## config.mk

```make
export PLATFORM = sky130hd
export DESIGN_NAME = gate_bist
export DESIGN_NICKNAME = d
export VERILOG_FILES = /design/src/rtl/gate_bist_pkg.sv /design/src/rtl/gate_bist_settle_cnt.sv /design/src/rtl/gate_bist.sv
export SDC_FILE = /design/constraint.sdc
export NUM_CORES = 1
export LEC_CHECK = 0
export BUFFER_PORTS_ARGS = -buffer_cell sky130_fd_sc_hd__buf_4
export CORE_MARGIN = 5
export CORE_UTILIZATION = 48
export CTS_CLUSTER_SIZE = 25
export DETAILED_ROUTE_END_ITERATION = 7
export HOLD_SLACK_MARGIN = 0.1
export PLACE_DENSITY = 0.79
export RECOVER_POWER = 100
export SKIP_LAST_GASP = 1
export SLEW_MARGIN = 20
export SYNTH_ARGS = -nofsm -noshare
export SYNTH_HDL_FRONTEND = slang
export SYNTH_SLANG_ARGS = --single-unit
```

## constraint.sdc

```tcl
create_clock -name clk -period 1.6 [get_ports clk]
set_input_delay 0.08 -clock clk [delete_from_list [all_inputs] [get_ports clk]]
set_output_delay 0.08 -clock clk [all_outputs]
set_load 0.1 [all_outputs]
```

## src/rtl/gate_bist_pkg.sv

```systemverilog
// Shared types and constants for the gate_bist self-test controller.
package gate_bist_pkg;

  typedef enum logic [1:0] {
    IDLE = 2'd0,
    RUN  = 2'd1,
    DONE = 2'd2
  } state_t;

  localparam int unsigned NUM_VEC = 4;

  // Expected output indexed by {a,b}
  localparam logic [3:0] TRUTH_AND  = 4'b1000;
  localparam logic [3:0] TRUTH_OR   = 4'b1110;
  localparam logic [3:0] TRUTH_XOR  = 4'b0110;
  localparam logic [3:0] TRUTH_NAND = 4'b0111;

endpackage

```

## src/rtl/gate_bist_settle_cnt.sv

```systemverilog
// Loadable down-counter pacing how long each test vector is held.
module gate_bist_settle_cnt #(
  parameter int unsigned W = 4
) (
  input  logic         clk,
  input  logic         rst_n,
  input  logic         load,
  input  logic         en,
  input  logic [W-1:0] load_val,
  output logic         zero
);

  logic [W-1:0] cnt;

  always_ff @(posedge clk or negedge rst_n) begin
    if (!rst_n) begin
      cnt <= '0;
    end else if (load) begin
      cnt <= load_val;
    end else if (en && (cnt != '0)) begin
      cnt <= cnt - 1'b1;
    end
  end

  assign zero = (cnt == '0);

endmodule

```

## src/rtl/gate_bist.sv

```systemverilog
// Built-in self test for a 2-input gate: walks {a,b} through 00..11 and checks gate_y.
// Optional mismatch counter output err_cnt when GATE_BIST_ERRCNT_EN is defined.
module gate_bist
  import gate_bist_pkg::*;
#(
  parameter logic [3:0] TRUTH  = TRUTH_AND,
  parameter int         SETTLE = 2
) (
  input  logic       clk,
  input  logic       rst_n,
  input  logic       start,
  input  logic       abort,
  input  logic       gate_y,
  output logic       gate_a,
  output logic       gate_b,
  output logic       busy,
  output logic       done,
  output logic       pass,
  output logic [3:0] fail_vec
`ifdef GATE_BIST_ERRCNT_EN
  ,
  output logic [7:0] err_cnt
`endif
);

  state_t     state, state_d;
  logic [1:0] vec, vec_d;
  logic       busy_d, done_d, pass_d;
  logic [3:0] fail_d;
  logic       cnt_load, cnt_zero, mis_evt;

  gate_bist_settle_cnt #(.W(4)) u_settle (
    .clk      (clk),
    .rst_n    (rst_n),
    .load     (cnt_load),
    .en       (state == RUN),
    .load_val (4'(SETTLE - 1)),
    .zero     (cnt_zero)
  );

  always_ff @(posedge clk or negedge rst_n) begin
    if (!rst_n) begin
      state    <= IDLE;
      vec      <= '0;
      busy     <= 1'b0;
      done     <= 1'b0;
      pass     <= 1'b0;
      fail_vec <= '0;
    end else begin
      state    <= state_d;
      vec      <= vec_d;
      busy     <= busy_d;
      done     <= done_d;
      pass     <= pass_d;
      fail_vec <= fail_d;
    end
  end

  always_comb begin
    state_d  = state;
    vec_d    = vec;
    busy_d   = busy;
    done_d   = 1'b0;
    pass_d   = pass;
    fail_d   = fail_vec;
    cnt_load = 1'b0;
    mis_evt  = 1'b0;
    unique case (state)
      IDLE: begin
        if (start && !abort) begin
          state_d  = RUN;
          busy_d   = 1'b1;
          vec_d    = '0;
          fail_d   = '0;
          pass_d   = 1'b0;
          cnt_load = 1'b1;
        end
      end
      RUN: begin
        if (abort) begin
          state_d = IDLE;
          busy_d  = 1'b0;
          pass_d  = 1'b0;
          vec_d   = '0;
        end else if (cnt_zero) begin
          // Case inequality so an X/Z on gate_y is reported as a mismatch
          mis_evt  = (gate_y !== TRUTH[vec]);
          cnt_load = 1'b1;
          if (mis_evt) fail_d[vec] = 1'b1;
          if (vec == 2'(NUM_VEC - 1)) begin
            state_d = DONE;
            done_d  = 1'b1;
            busy_d  = 1'b0;
            pass_d  = (fail_d == '0);
            vec_d   = '0;
          end else begin
            vec_d = vec + 2'd1;
          end
        end
      end
      DONE: state_d = IDLE;
      default: state_d = IDLE;
    endcase
  end

  assign gate_a = vec[1];
  assign gate_b = vec[0];

`ifdef GATE_BIST_ERRCNT_EN
  always_ff @(posedge clk or negedge rst_n) begin
    if (!rst_n) begin
      err_cnt <= '0;
    end else if (mis_evt && (err_cnt != '1)) begin
      err_cnt <= err_cnt + 8'd1;
    end
  end
`endif

endmodule

```

==> results.toml <==
[hold_path]
min_from = "start"
min_path_type = "in2reg"

[route]
route.detailed.drc = 0
dr_wl_met2_um = 787
vias_per_cell = 5.164
vias = 723
wire_per_inst_um = 12.18
top_layer = "met4"
wl_met1_um = 802
postRouteAntennaNets = 0
dr_wl_met3_um = 104
drt_first_pass_iters = 4
wl_mm = 1.705
drt_iter0_drc = 18

[place]
dp_cells = 133
io_buffers = 13
dp_hpwl_mm = 1.330
place_congestion = 0.8074

[sta]
clock.fmax_mhz = 638.3
hold_viol = 0
post-route-min-period_ns = 1.567
slew_violations = 0
setup-tns-final_ns = 0
clock_skew_ns = 0.003903
hold_ws_ns = 0.1309
relSlewSlack_pct = 47.83
setup_violations = 0
timing.final.crit_share_pct = 97.91
rsz0062_at_grt = "true"
tightestPinTransition_ns = 0.7825

[worst_setup_path]
cp-startpoint = "u_settle.cnt[0]"
worstPathArrival_ns = 1.78
cp_max_fo = 6
required_ns = 1.82
r2r-start = "u_settle.cnt[0]"
critPathCaptureType = "flip-flop"
crit_type = "reg2reg"
r2r_slack_ns = 0.03
start_kind = "flip-flop"

[synth]
synth_adder_area_share_pct = 8.889
yosysSeqAreaShare_pct = 44.44
yosys_most_used_dff = "dfrtp_1"
muxShareOfSynthArea_pct = 1.333
synth_edf_count = 0
synth-compound-area-share_pct = 12.30
synth-simple-area-share_pct = 23.70
synth_top_family_by_area = "simple AND/OR/NAND/NOR gates"
synth_warnings = 0
synth_xor_area_share_pct = 4.148
syn_area_per_cell_um2 = 9.489
synthCells = 89
synth_nets = 100
async_flop_share_pct = 100.0
synth.distinct_cells = 28
synth_area_um2 = 844.6
ys_ff_latch = 15

[cells_and_area]
area_growth_syn_to_layout_pct = 32.15
drive_gt1_share_pct = 32.17
multi_input_area_um2 = 486.7
stdcell_count = 140
register_area_um2 = 382.9
antenna_cells = 0
final_nets = 127
fill_cells = 143

[floorplan]
dieArea_um2 = 2698
core_area_um2 = 1708
fp-row-count = 15
fp.dieW_um = 51.95
num_io_pins = 14
initial_utilization_pct = 49.45
die_h_um = 51.95

[outcome]
outcome = "complete, no violations"

[clock_network]
cts_htree_levels = 1
tritoncts = "yes"
clk_latency_ns = 0.28
clk_pin_slew_worst_paths_ns = 0.09
cts_sinks = 15
cts_made_buffers = 3
cts_root_buf = "clkbuf_4"
cts_buffer_depth = 2

[power_and_ir_drop]
switching_share_pct = 41.72
p_sw_mw = 0.5904
leakagePower_nw = 0.5160
power.share.combinational_pct = 47.8
p_per_area_nw_per_um2 = 1268
seq_power_share_pct = 36.6
power.clock.fraction_pct = 15.6
p_int_mw = 0.8248
ir_drop_mv = 0.7529

[job]
max_cap_violations = 0

[grt]
grt_pass1_wl_mm = 2.973
overflow = 0
grt_max_degree = 16
grt_pass1_vias = 697
antenna_found_initial = 0
grt.total_usage_pct = 14.84
what timing repair did:
item                       CTS  global route
hold buffers                 2             0
setup endpoints to repair    5            10
hold endpoints to repair    18             0
buffers inserted             0             1
pin swaps                    1             2
resized for setup            1             5
state kept, by name, indices dropped and copies added (netlist names):
register	count
busy	1
state	2
u_settle.cnt	4
pass	1
done	1
fail_vec	4
vec	2
synthesized netlist by cell type, types with 2 or more instances:
cell | count | area, um^2
nand2_1 | 7 | 26.28
a21oi_1 | 4 | 20.02
ha_1 | 6 | 75.07
nor3_1 | 2 | 10.01
a31oi_1 | 2 | 12.51
o211ai_1 | 2 | 15.01
o21ai_0 | 5 | 25.02
inv_1 | 6 | 22.52
buf_2 | 2 | 10.01
dfrtp_1 | 15 | 375.4
nand2b_1 | 3 | 18.77
xnor2_1 | 2 | 17.52
nand3_1 | 4 | 20.02
xor2_1 | 2 | 17.52
nor4_1 | 3 | 18.77
nor2_1 | 12 | 45.04
per-layer routing:
layer | vias to the layer above | track usage, %
li1 | 358 | -
met1 | 342 | 19.82
met2 | 21 | 23.85
met3 | 2 | 2.579
met4 | 0 | 5.240
met5 | - | 0
area by class of cell:
cell class / count / share of cell area [%]
multi-input combinational: 65 / 43.61
timing repair buffer: 25 / 14.91
tap: 25 / 2.803
inverter: 6 / 2.018
sequential: 15 / 34.30
clock buffer: 4 / 2.354
per-stage QoR:
| step | setup slack, ns | total power, mW | area (um^2) | utilization [%] |
|---|---|---|---|---|
| floorplan | -0.03397 | 0.9532 | 892.1 | - |
| global placement | -0.01571 | 1.122 | 1067 | 62.49 |
| detailed placement | -0.07823 | 1.141 | 1067 | 62.49 |
| CTS | 0.01114 | 1.377 | 1116 | 65.35 |
| global route | -0.04962 | 1.512 | 1116 | 65.35 |
| finish | 0.03344 | 1.415 | 1116 | 65.35 |
power by group through the flow:
| stage | clock network [mW] | logic, mW | registers (mW) |
|---|---|---|---|
| detailed placement | 0 | 0.622 | 0.519 |
| global route | 0.247 | 0.737 | 0.528 |
| floorplan | 0 | 0.286 | 0.668 |
| global placement | 0 | 0.604 | 0.518 |
| finish | 0.221 | 0.676 | 0.519 |
| CTS | 0.224 | 0.639 | 0.514 |
cells in the final DEF (no fill, tap or decap), types with 2 or more instances in the layout:
cell / n
a21oi_1: 4
a31oi_1: 2
buf_4: 13
clkbuf_1: 2
clkbuf_2: 9
clkbuf_4: 3
dfrtp_1: 13
dfrtp_4: 2
dlygate4sd3_1: 2
ha_1: 4
ha_4: 2
inv_1: 4
inv_2: 2
nand2_1: 7
nand2b_1: 3
nand3_1: 4
nor2_1: 12
nor3_1: 2
nor4_1: 3
o211ai_1: 2
o21ai_0: 5
xor2_1: 2
worst paths after layout:
path | to | cells past startpoint
max | vec[0] | 6
min | state[0] | 3
max reg2reg | vec[0] | 6
min reg2reg | pass | 1
max in group asynchronous | vec[1] | 2
min in group asynchronous | fail_vec[2] | 2
logic make-up (layout without fill, tap and decap cells):
logic type / after synthesis / after routing
and+or+nand+nor: 37 / 37
adders and majority gates: 6 / 6
muxes: 1 / 1
buffers and inverters: 9 / 35
xor gates and xnor gates: 4 / 4
DFF: 15 / 15
AOI/OAI and AO/OA: 17 / 17
worst max-delay path, cell delays in order, from the launching register on:
cell,delay [ns]
dfrtp_1,0.40
inv_2,0.08
ha_4,0.13
or3b_4,0.43
nor3_4,0.26
nand3_1,0.11
nand2_1,0.09
No activity file was read; power rests on OpenSTA's default activity.
